===== src/rtl/blocpu_pkg.sv =====
// Shared definitions for the BloCPU program loader: FSM state encoding and
// the per-state core-control/status flag decode.
package blocpu_pkg;

   localparam int CYCLE_W = 32;

   typedef enum logic [2:0] {
      ST_IDLE,
      ST_LOAD,
      ST_ARMED,
      ST_RUN,
      ST_DONE
   } loader_state_t;

   typedef struct packed {
      logic core_reset;
      logic core_running;
      logic busy;
      logic done;
   } loader_flags_t;

   localparam loader_flags_t FLAGS_RESET = '{core_reset: 1'b1, core_running: 1'b0,
                                             busy: 1'b0, done: 1'b0};

   // The core is held in reset everywhere except RUN, so it never sees a half-written image.
   function automatic loader_flags_t state_flags(input loader_state_t st);
      loader_flags_t f;
      f              = FLAGS_RESET;
      f.core_reset   = (st != ST_RUN);
      f.core_running = (st == ST_RUN);
      f.busy         = (st == ST_LOAD) || (st == ST_RUN);
      f.done         = (st == ST_DONE);
      return f;
   endfunction

endpackage


===== src/rtl/blocpu_sat_counter.sv =====
// Clearable up-counter that sticks at its all-ones value instead of wrapping.
module blocpu_sat_counter #(
   parameter int WIDTH = 32
) (
   input  logic             clk,
   input  logic             reset,
   input  logic             clr,
   input  logic             en,
   output logic [WIDTH-1:0] count
);

   function automatic logic [WIDTH-1:0] sat_inc(input logic [WIDTH-1:0] v);
      return (v == {WIDTH{1'b1}}) ? v : v + 1'b1;
   endfunction

   always_ff @(posedge clk or posedge reset) begin
      if (reset) begin
         count <= '0;
      end else if (clr) begin
         count <= '0;
      end else if (en) begin
         count <= sat_inc(count);
      end
   end

endmodule


===== src/rtl/blocpu_program_loader.sv =====
// BloCPU program loader: streams an image into instruction memory, then runs the core.
// Define BLOCPU_LOADER_TIMEOUT_EN to enable the run watchdog (TIMEOUT_CYCLES).
module blocpu_program_loader
   import blocpu_pkg::*;
#(
   parameter int INSTR_WIDTH    = 12,
   parameter int DEPTH          = 256,
   parameter int TIMEOUT_CYCLES = 65535,
   localparam int ADDR_W        = $clog2(DEPTH)
) (
   input  logic                   clk,
   input  logic                   reset,
   input  logic                   load_valid,
   input  logic [INSTR_WIDTH-1:0] load_data,
   input  logic                   load_last,
   output logic                   load_ready,
   input  logic                   start,
   output logic                   imem_we,
   output logic [ADDR_W-1:0]      imem_addr,
   output logic [INSTR_WIDTH-1:0] imem_wdata,
   output logic                   core_reset,
   output logic                   core_running,
   input  logic                   core_halt,
   output logic                   busy,
   output logic                   done,
   output logic                   timeout,
   output logic [ADDR_W:0]        load_count,
   output logic [CYCLE_W-1:0]     cycle_count
);

`ifdef BLOCPU_LOADER_TIMEOUT_EN
   localparam bit WDOG_EN = 1'b1;
`else
   localparam bit WDOG_EN = 1'b0;
`endif

   localparam logic [ADDR_W:0]    DEPTH_L   = (ADDR_W+1)'(DEPTH);
   localparam logic [CYCLE_W-1:0] WDOG_LAST = CYCLE_W'(TIMEOUT_CYCLES - 1);

   loader_state_t state;
   loader_flags_t flags;
   logic          timeout_q;
   logic          accept;
   logic          fill;
   logic          run_launch;
   logic          wdog_hit;
   logic [ADDR_W:0] cnt_next;

   // IDLE and DONE both (re)start an image at address 0.
   assign load_ready = (state == ST_IDLE) || (state == ST_DONE) ||
                       ((state == ST_LOAD) && (load_count < DEPTH_L));
   assign accept     = load_valid && load_ready;
   assign cnt_next   = (state == ST_LOAD) ? load_count + 1'b1 : (ADDR_W+1)'(1);
   assign fill       = load_last || (cnt_next == DEPTH_L);
   assign run_launch = start && ((state == ST_ARMED) || ((state == ST_DONE) && !load_valid));
   // Fires on the last RUN cycle so RUN lasts exactly TIMEOUT_CYCLES cycles.
   assign wdog_hit   = WDOG_EN && (cycle_count >= WDOG_LAST);

   assign imem_we    = accept;
   assign imem_addr  = (state == ST_LOAD) ? load_count[ADDR_W-1:0] : '0;
   assign imem_wdata = accept ? load_data : '0;

   assign core_reset   = flags.core_reset;
   assign core_running = flags.core_running;
   assign busy         = flags.busy;
   assign done         = flags.done;
   assign timeout      = timeout_q;

   always_ff @(posedge clk or posedge reset) begin
      if (reset) begin
         state      <= ST_IDLE;
         flags      <= state_flags(ST_IDLE);
         load_count <= '0;
         timeout_q  <= 1'b0;
      end else if (state == ST_RUN) begin
         if (core_halt) begin
            state <= ST_DONE;
            flags <= state_flags(ST_DONE);
         end else if (wdog_hit) begin
            state     <= ST_DONE;
            flags     <= state_flags(ST_DONE);
            timeout_q <= 1'b1;
         end
      end else if (accept) begin
         load_count <= cnt_next;
         timeout_q  <= 1'b0;
         state      <= fill ? ST_ARMED : ST_LOAD;
         flags      <= state_flags(fill ? ST_ARMED : ST_LOAD);
      end else if (run_launch) begin
         timeout_q <= 1'b0;
         state     <= ST_RUN;
         flags     <= state_flags(ST_RUN);
      end
   end

   blocpu_sat_counter #(
      .WIDTH(CYCLE_W)
   ) u_cycle_cnt (
      .clk  (clk),
      .reset(reset),
      .clr  (run_launch),
      .en   (state == ST_RUN),
      .count(cycle_count)
   );

endmodule


===== config.mk =====
export PLATFORM = sky130hd
export DESIGN_NAME = blocpu_program_loader
export DESIGN_NICKNAME = d
export VERILOG_FILES = /design/src/rtl/blocpu_pkg.sv /design/src/rtl/blocpu_sat_counter.sv /design/src/rtl/blocpu_program_loader.sv
export SDC_FILE = /design/constraint.sdc
export NUM_CORES = 1
export LEC_CHECK = 0
export CAP_MARGIN = 20
export CORE_MARGIN = 5
export CORE_UTILIZATION = 41
export CTS_CLUSTER_DIAMETER = 120
export DETAILED_ROUTE_END_ITERATION = 16
export MAX_ROUTING_LAYER = met4
export PLACE_DENSITY = 0.77
export SLEW_MARGIN = 20
export SYNTH_ARGS = -nofsm -noshare
export SYNTH_HDL_FRONTEND = slang
export SYNTH_SLANG_ARGS = --single-unit
export TNS_END_PERCENT = 50

===== constraint.sdc =====
create_clock -name clk -period 2.4 [get_ports clk]
set_input_delay 0.48 -clock clk [delete_from_list [all_inputs] [get_ports clk]]
set_output_delay 0.48 -clock clk [all_outputs]
set_load 0.1 [all_outputs]

==> run_results.csv, run 1 <==
group,metric,value,unit
power,pwr-share-comb,59.5,%
cts,cts_buffers,5,
cts,root_buffer,"clkbuf_8",
die,start_util,41.8,%
sta,finalSetupViolations,0,
sta,layout_min_cycle_time,2.22,ns
die,dieArea,0.00860,mm²
worst_setup_path,crit_arrival,1.74,ns
yosys,synth_top_family_by_area,"simple AND/OR/NAND/NOR gates",
global_route,grt_pass1_wl,13400,µm
route,totalWireLength,7640,µm
yosys,synth_cells,320,
cells_and_area,nNetsFinal,424,
sta,finalHoldViolCount,0,
cells_and_area,drive_gt1_share,36.0,%
yosys,yosysSeqAreaShare,41.1,%
route,wire_per_inst,15.7,µm
route,viasPerCell,5.73,
worst_setup_path,cp_max_fo,10,
route,drc,0,
cells_and_area,area_delta_synth_final,45.1,%
sta,worst_slew_pin_slew,0.760,ns
cells_and_area,final_core_util,60.6,%
route,dr.pass1.iters,4,
route,final_antenna_net_count,0,
power,p_switching,2.22,mW
sta,tns,0,ns
sta,holdWs,0.484,ns
cts,clockBufferDepth,2,
cts,numClockSinks,46,
power,p_clk_share,13.6,%
yosys,syn_nets,340,
sta,slew_headroom,49.1,%
global_route,grt_use_met3,4.14,%
worst_setup_path,cp_cell_sequence,"o21a_1 > nor2_2 > buf_4 > and3_4 > buf_12",
global_route,antenna_found_initial,0,
route,drt_iter0_drc,170,
global_route,track_usage,19.3,%
cts,cts_setup_buffers,0,
worst_setup_path,slowest_stage,"dfrtp_2",
cts,clkTransAtPathRegs,0.08,ns
power,p_sw_share,53.7,%
cts,cts_tree,"built",
worst_setup_path,endpoint_kind,"output port",
yosys,syn-cell-area,0.00281,mm²
cells_and_area,diodes,0,
worst_setup_path,regToRegSetupSlack,0.23,ns
worst_setup_path,path_class,"reg -> out",
global_route,grt_pass1_vias,2851,
power,seqPwrFrac,26.9,%
power,peakVddDrop,0.987,mV
worst_setup_path,slowest_delay,0.47,ns
power,power.total,4.14,mW
die,die_h,92.7,µm
yosys,yosys_warnings,0,
worst_setup_path,required,1.92,ns
yosys,synth-simple-area-share,32.9,%
power,power.leakage,1.71,nW
global_route,grt-ovfl-total,0,
die,core,0.00672,mm²
cts,hold_buffers,0,
global_route,met1_usage,24.6,%
yosys,syn_area_per_cell,8.77,µm²
run,drv_cap,0,
power,powerDensity,1020,mW/mm²
yosys,synth_cell_type_count,54,
global_route,met2_usage,31.9,%
worst_setup_path,cp_top_family,"flip-flops",
worst_setup_path,crit_buf_inv,2,
hold_path,holdCritPathClass,"reg -> reg",
run_status,status,"finished clean",
placed_design,place.detailed.hpwl,5730,µm
cells_and_area,final_common_cell,"buf_4",
cts,cts_max_level,2,
die,dieWidth,92.7,µm
yosys,yosys-top-cells-area,"dfrtp_1 (40%), nand2_1 (4.8%), o21ai_0 (4.1%), and3_1 (3.6%), nor2_1 (3.5%)",
worst_setup_path,critPathLaunchType,"register",
global_route,grt_max_degree,34,
yosys,synth.area.mux_share,0.714,%
power,p_int,1.92,mW
route,vias,2779,
yosys,yosys.area_share.adder,0.892,%
sta,rsz0062_at_grt,"no",
cells_and_area,mostFrequentLayoutCells,"buf_4 (55), nand2_1 (36), dfrtp_2 (29)",
sta,post-route-period-util,92.4,%
yosys,synth_compound_area_share,17.8,%
sta,max_freq,451,MHz
yosys,synth_largest_area_cell,"dfrtp_1",
placed_design,place_congestion,0.820,
die,row_count,30,
placed_design,io_buffers,84,
yosys,ys_ff_latch,46,
yosys,synth_top_area_share,40.1,%
cts,clkLatencyLatePin,0.29,ns
sta,slew_viol_final,0,
global_route,busiest_layer,"met2",
sta,fin_worst_skew,0.00802,ns
yosys,synth_xor_area_share,2.19,%
die,boundaryPins,86,
[through the flow]
step | area (µm²) | cells | worst slack [ns]
after global routing | 4070 | 485 | 0.0191
after CTS | 4070 | 485 | 0.0760
after global placement | 3960 | 477 | 0.192
final | 4070 | 485 | 0.183
after detailed placement | 3960 | 477 | 0.166
after floorplan | 2900 | 320 | 0.0212
[tightest hold or removal path: stages, from the launching register on]
cell and delay [ns]:
dfstp_2 0.38, inv_1 0.04, a31oi_1 0.07
[power by group through the flow]
stage / sequential [mW] / combinational, mW / clock [mW]
floorplan: 1.86 / 1.02 / 0
global placement: 1.12 / 2.45 / 0
detailed placement: 1.12 / 2.47 / 0
CTS: 1.11 / 2.48 / 0.578
global route: 1.14 / 2.58 / 0.620
finish: 1.11 / 2.46 / 0.563
[cells in the mapped netlist, drive strengths merged]
cell,n
and2,11
nor4,4
dfstp,1
nor2,26
nand2,36
o311a,1
or4,8
buf,11
a41o,1
o2111ai,2
mux2i,2
or2,3
inv,5
a311o,1
a21oi,15
o21ai,26
nand2b,3
or3,11
and4b,1
o31ai,9
nand4,12
nor2b,2
nor3b,4
ha,2
and3,16
o211ai,4
clkbuf,8
nor3,6
nand3,17
xor2,6
dfrtp,45
nand3b,3
o31a,1
xnor2,1
a31o,2
o21a,2
and4,1
conb,1
o41ai,5
a31oi,2
o311ai,3
[metal layers]
layer	part of all wire, %	vias up
met2	49	103
met1	43	1318
met3	6.5	8
met4	0.97	0
met5	0	-
li1	-	1350
[path summary, 6_finish.rpt]
path | startpoint | to | cells past startpoint
min in group asynchronous | reset | core_running | 2
worst min register to register | core_reset | core_reset | 2
worst min-delay path | core_reset | core_reset | 2
worst max-delay path | state[2] | imem_wdata[10] | 5
worst max register to register | u_cycle_cnt.count[0] | u_cycle_cnt.count[26] | 6
max in group asynchronous | reset | u_cycle_cnt.count[24] | 3
[state kept, by name (all words and copies together) (netlist names)]
signal,count
u_cycle_cnt.count,32
load_count,9
state,3
core_reset,1
core_running,1
[layout make-up]
cell class | instances | area (µm²)
Fill cell | 570 | 2650
Clock inverter | 1 | 30.0
Tap cell | 80 | 100
Timing Repair Buffer | 96 | 1060
Inverter | 5 | 22.5
Sequential cell | 46 | 1190
Multi-Input combinational cell | 250 | 1590
Clock buffer | 7 | 76.3
[cell families (layout without fill, tap and decap cells)]
logic type / after synthesis / in the layout
AND/OR/NAND/NOR: 164 / 164
AO/OA/AOI/OAI: 74 / 74
flip-flops: 46 / 46
buffers and inverters: 24 / 109
XOR/XNOR: 7 / 7
adder cells (fa/ha/maj): 2 / 2
multiplexers: 2 / 2
other: 1 / 1
[repair_timing]
item,4_1_cts,5_1_grt
hold endpoints to repair,0,0
resized for setup,0,1
setup endpoints to repair,0,8
Power figures use the tool's default switching activity.
==> run 2, diff against run 1 <==
--- a/config.mk
+++ b/config.mk
@@ -12,6 +12,7 @@
 export DETAILED_ROUTE_END_ITERATION = 16
 export MAX_ROUTING_LAYER = met4
 export PLACE_DENSITY = 0.77
+export REMOVE_ABC_BUFFERS = 1
 export SLEW_MARGIN = 20
 export SYNTH_ARGS = -nofsm -noshare
 export SYNTH_HDL_FRONTEND = slang
==> run_results.csv, run 2 (same netlist as run 1, synthesis figures left out) <==
group,metric,value,unit
power,pwr-share-comb,59.3,%
worst_setup_path,path_class,"reg -> out",
worst_setup_path,r2r_end,"u_cycle_cnt.count[26]",
sta,setup_ws,0.164,ns
power,p_sw_share,54.4,%
worst_setup_path,slowest_stage,"dfrtp_1",
worst_setup_path,cp.depth,6,
power,p_switching,2.23,mW
die,row_count,30,
sta,layout_min_cycle_time,2.24,ns
sta,slew_headroom,56.1,%
cts,root_buffer,"clkbuf_8",
die,boundaryPins,86,
cells_and_area,mostFrequentLayoutCells,"buf_4 (58), dfrtp_1 (45), nand2_1 (36)",
cts,numClockSinks,46,
route,drc,0,
cts,hold_buffers,0,
route,totalWireLength,7670,µm
cts,cts_tree,"built",
power,power.leakage,1.81,nW
cells_and_area,final_common_cell,"buf_4",
worst_setup_path,regToRegStartpoint,"u_cycle_cnt.count[0]",
run,drv_cap,0,
worst_setup_path,cp_top_family,"buffers and inverters",
global_route,track_usage,18.9,%
cells_and_area,largest_reg_flops,32,
cells_and_area,fillCellCount,569,
cells_and_area,nNetsFinal,427,
route,dr.pass1.iters,4,
placed_design,place.detailed.hpwl,5730,µm
worst_setup_path,required,1.92,ns
placed_design,place_area,0.00389,mm²
sta,worst_slew_pin_slew,0.659,ns
route,final_antenna_net_count,0,
cts,clkLatencyLatePin,0.30,ns
global_route,antenna_found_initial,0,
worst_setup_path,crit_buf_inv,3,
cells_and_area,drive_gt1_share,24.8,%
cts,clockBufferDepth,2,
placed_design,preCtsSetupSlack,0.159,ns
sta,max_freq,447,MHz
power,peakVddDrop,1.11,mV
sta,slew_viol_final,0,
die,core,0.00672,mm²
placed_design,io_buffers,84,
power,p_int,1.87,mW
worst_setup_path,endpoint_kind,"output port",
die,dieArea,0.00860,mm²
route,viasPerCell,5.81,
worst_setup_path,regToRegSetupSlack,0.23,ns
cells_and_area,diodes,0,
worst_setup_path,reg2regPathDepth,6,
sta,post-route-period-util,93.2,%
die,dieWidth,92.7,µm
sta,finalSetupViolations,0,
cells_and_area,area_delta_synth_final,42.7,%
placed_design,place_congestion,0.818,
cells_and_area,reg.largest.list,"u_cycle_cnt.count x32, load_count x9, state x3",
hold_path,holdCritPathClass,"in -> async",
cts,clkTransAtPathRegs,0.09,ns
worst_setup_path,cp_cell_sequence,"o21a_1 > nor2_1 > buf_4 > nand2_1 > inv_1 > buf_12",
cts,cts_setup_buffers,0,
sta,finalHoldViolCount,0,
power,powerDensity,1020,mW/mm²
cells_and_area,fin_area,0.00400,mm²
worst_setup_path,slowest_delay,0.47,ns
sta,holdWs,0.389,ns
power,p_clk_share,14.0,%
power,seqPwrFrac,26.6,%
cts,cts_max_level,2,
die,start_util,41.8,%
cts,cts_buffers,5,
worst_setup_path,cp_max_fo,14,
worst_setup_path,crit_arrival,1.76,ns
route,vias,2836,
global_route,grt_max_degree,34,
cells_and_area,regMostFlops,"u_cycle_cnt.count",
route,drt_iter0_drc,135,
sta,rsz0062_at_grt,"no",
global_route,grt_pass1_vias,2837,
run_status,status,"finished clean",
route,wire_per_inst,15.7,µm
sta,fin_worst_skew,0.00964,ns
die,die_h,92.7,µm
worst_setup_path,critPathLaunchType,"register",
global_route,grt_pass1_wl,13100,µm
global_route,grt-ovfl-total,0,
-- run 2: cell types whose count changed in the layout (fill, tap and decap cells not counted), sizes merged --
cell | previous run | this run
inv | 3 | 4
clkinvlp | 1 | 0
buf | 79 | 82
-- run 2: worst reg2reg max path: cells and delay by family, from the launching register on --
family                     cells  cell delay (ns)
DFF                            1             0.43
adders and majority gates      1             0.23
and+or+nand+nor                4             1.27
AOI/OAI and AO/OA              1             0.16
-- run 2: worst max-delay path by stage --
stage | startpoint | to
final | state[2] | imem_we
after CTS | state[2] | imem_we
after floorplan | state[2] | load_count[7]
after global routing | state[2] | imem_we
after detailed placement | load_valid | u_cycle_cnt.count[25]
after global placement | load_valid | u_cycle_cnt.count[31]
-- run 2: stage by stage --
| stage | instances | total power [mW] | TNS (ns) | utilization (%) |
|---|---|---|---|---|
| floorplan | 301 | 2.77 | -65.58 | - |
| global placement | 480 | 3.51 | 0 | 57.9 |
| detailed placement | 480 | 3.54 | 0 | 57.9 |
| CTS | 488 | 4.11 | 0 | 59.5 |
| global route | 488 | 4.27 | 0 | 59.6 |
| finish | 488 | 4.09 | 0 | 59.6 |
-- run 2: power by group through the flow --
| stage | registers (mW) | logic [mW] | clock network (mW) |
|---|---|---|---|
| 2_1_floorplan | 1.84 | 0.927 | 0 |
| 3_3_place_gp | 1.10 | 2.41 | 0 |
| 3_5_place_dp | 1.10 | 2.43 | 0 |
| 4_1_cts | 1.09 | 2.44 | 0.581 |
| 5_1_grt | 1.12 | 2.54 | 0.616 |
| 6_report | 1.09 | 2.43 | 0.575 |
-- run 2: area by class of cell --
| type | count | area (µm²) | share of cell area (%) |
|---|---|---|---|
| timing repair buffer | 99 | 1090 | 27.1 |
| inverter | 5 | 18.8 | 0.469 |
| sequential | 46 | 1150 | 28.8 |
| clock buffer | 7 | 76.3 | 1.91 |
| multi-input combinational | 250 | 1540 | 38.5 |
| tap | 80 | 100 | 2.50 |
| clock inverter | 1 | 30.0 | 0.750 |
-- run 2: what timing repair did --
item / in CTS / in global routing
endpoints found under the hold margin: 0 / 0
resized for setup: 0 / 1
endpoints found under the setup margin: 0 / 4
-- run 2: per-layer routing --
| metal | GRT usage [%] | vias to the layer above | wire length (µm) | part of all wire, % |
|---|---|---|---|---|
| met2 | 31.1 | 127 | 3650 | 48 |
| li1 | - | 1353 | - | - |
| met1 | 23.5 | 1345 | 3300 | 43 |
| met5 | - | - | 0 | 0 |
| met4 | 4.88 | 0 | 80 | 1.0 |
| met3 | 4.55 | 11 | 639 | 8.3 |
==> run 3, diff against run 2 <==
--- a/config.mk
+++ b/config.mk
@@ -6,6 +6,7 @@
 export NUM_CORES = 1
 export LEC_CHECK = 0
 export CAP_MARGIN = 20
+export CORE_ASPECT_RATIO = 1.1
 export CORE_MARGIN = 5
 export CORE_UTILIZATION = 41
 export CTS_CLUSTER_DIAMETER = 120
==> run_results.csv, run 3 (same netlist as run 1, synthesis figures left out) <==
group,metric,value,unit
worst_setup_path,endpoint_kind,"output port",
power,power.total,4.02,mW
cts,clkLatencyLatePin,0.31,ns
cts,cts_buffers,5,
cts,hold_buffers,0,
worst_setup_path,crit_arrival,1.79,ns
worst_setup_path,required,1.92,ns
worst_setup_path,regToRegSetupSlack,0.21,ns
cells_and_area,reg.largest.list,"u_cycle_cnt.count x32, load_count x9, state x3",
worst_setup_path,critPathLaunchType,"register",
sta,fin_worst_skew,0.00864,ns
route,viasPerCell,5.79,
global_route,busiest_layer,"met2",
global_route,grt_pass1_wl,13000,µm
worst_setup_path,cp.depth,5,
worst_setup_path,r2r_end,"u_cycle_cnt.count[8]",
die,start_util,42.3,%
sta,rsz0062_at_grt,"no",
worst_setup_path,cp_max_fo,8,
cells_and_area,diodes,0,
route,drt_iter0_drc,172,
worst_setup_path,crit_buf_inv,2,
sta,worst_slew_pin_slew,0.596,ns
worst_setup_path,slowest_stage,"dfrtp_2",
sta,slew_headroom,60.3,%
sta,max_freq,440,MHz
route,vias,2830,
placed_design,io_buffers,84,
cells_and_area,area_delta_synth_final,42.0,%
die,dieArea,0.00860,mm²
cts,cts_max_level,2,
global_route,antenna_found_initial,0,
run_status,status,"finished clean",
die,row_count,31,
global_route,grt_use_met3,4.67,%
route,wire_per_inst,15.9,µm
global_route,grt-ovfl-total,0,
cells_and_area,mostFrequentLayoutCells,"buf_4 (56), dfrtp_1 (44), nand2_1 (36)",
placed_design,place_congestion,0.833,
worst_setup_path,cp-startpoint,"state[2]",
route,totalWireLength,7800,µm
cells_and_area,nNetsFinal,426,
sta,post-route-period-util,94.6,%
power,power.leakage,1.79,nW
cells_and_area,final_core_util,60.0,%
global_route,grt_max_degree,34,
power,peakVddDrop,1.11,mV
worst_setup_path,path_class,"reg -> out",
worst_setup_path,endpoint,"imem_wdata[0]",
cts,root_buffer,"clkbuf_8",
cells_and_area,regMostFlops,"u_cycle_cnt.count",
cts,numClockSinks,46,
worst_setup_path,reg2regPathDepth,6,
cells_and_area,drive_gt1_share,25.6,%
global_route,track_usage,18.9,%
hold_path,holdCritPathClass,"in -> async",
die,die_h,96.8,µm
sta,slew_viol_final,0,
die,core,0.00663,mm²
power,powerDensity,1010,mW/mm²
die,dieWidth,88.9,µm
die,boundaryPins,86,
placed_design,place.detailed.hpwl,5790,µm
route,final_antenna_net_count,0,
global_route,met2_usage,30.5,%
route,drc,0,
cts,cts_tree,"built",
worst_setup_path,cp_top_family,"flip-flops",
sta,finalSetupViolations,0,
cells_and_area,final_common_cell,"buf_4",
run,drv_cap,0,
sta,layout_min_cycle_time,2.27,ns
route,dr.pass1.iters,4,
sta,finalHoldViolCount,0,
worst_setup_path,regToRegStartpoint,"u_cycle_cnt.count[24]",
cts,clkTransAtPathRegs,0.08,ns
cells_and_area,largest_reg_flops,32,
worst_setup_path,cp_cell_sequence,"o21a_1 > nor2_2 > buf_4 > and3_1 > buf_12",
global_route,met1_usage,23.7,%
cts,clockBufferDepth,2,
worst_setup_path,slowest_delay,0.47,ns
global_route,grt_pass1_vias,2692,
## run 3: power breakdown
| group | internal (mW) | switching (mW) |
|---|---|---|
| logic | 0.681 | 1.78 |
| clock network | 0.202 | 0.270 |
| registers | 0.899 | 0.187 |
## run 3: what timing repair did
action | in CTS | in global routing
resized for setup | 0 | 2
endpoints found under the setup margin | 0 | 8
hold endpoints to repair | 0 | 0
setup buffers | 0 | 0
## run 3: final cells by class
| type | instances | area, µm² |
|---|---|---|
| clock buffers | 6 | 72.6 |
| clock inverters | 2 | 10.0 |
| fillers | 575 | 2650 |
| inverters | 5 | 18.8 |
| multi-input cells | 250 | 1530 |
| flip-flops and latches | 46 | 1150 |
| well taps | 82 | 103 |
| repair buffers | 98 | 1090 |
## run 3: how the worst min path moves through the flow
stage	endpoint	cells after the start
global placement	core_reset	2
detailed placement	core_reset	2
floorplan	state[1]	1
CTS	load_count[2]	2
global route	load_count[2]	2
finish	load_count[4]	2
## run 3: metrics by stage
stage	cell area, µm²	TNS (ns)	setup WS (ns)	hold WS [ns]	instances
detailed placement	3900	0	0.126	0.481	481
global placement	3900	0	0.163	0.470	481
global route	3980	0	0.0261	0.436	489
CTS	3980	0	0.00186	0.419	489
finish	3980	0	0.128	0.417	489
floorplan	2700	-65.58	-2.37	0.650	301
## run 3: metal layers
metal | routed length, µm | part of all wire [%]
met1 | 3210 | 41
met4 | 88 | 1.1
met3 | 484 | 6.2
met5 | 0 | 0
met2 | 4020 | 52
## run 3: worst register-to-register path: cells and delay by family, from the launching register on
| kind | cells | cell delay [ns] |
|---|---|---|
| DFF | 1 | 0.48 |
| AOI/OAI and AO/OA | 1 | 0.17 |
| and+or+nand+nor | 4 | 1.28 |
| buffers and inverters | 1 | 0.18 |
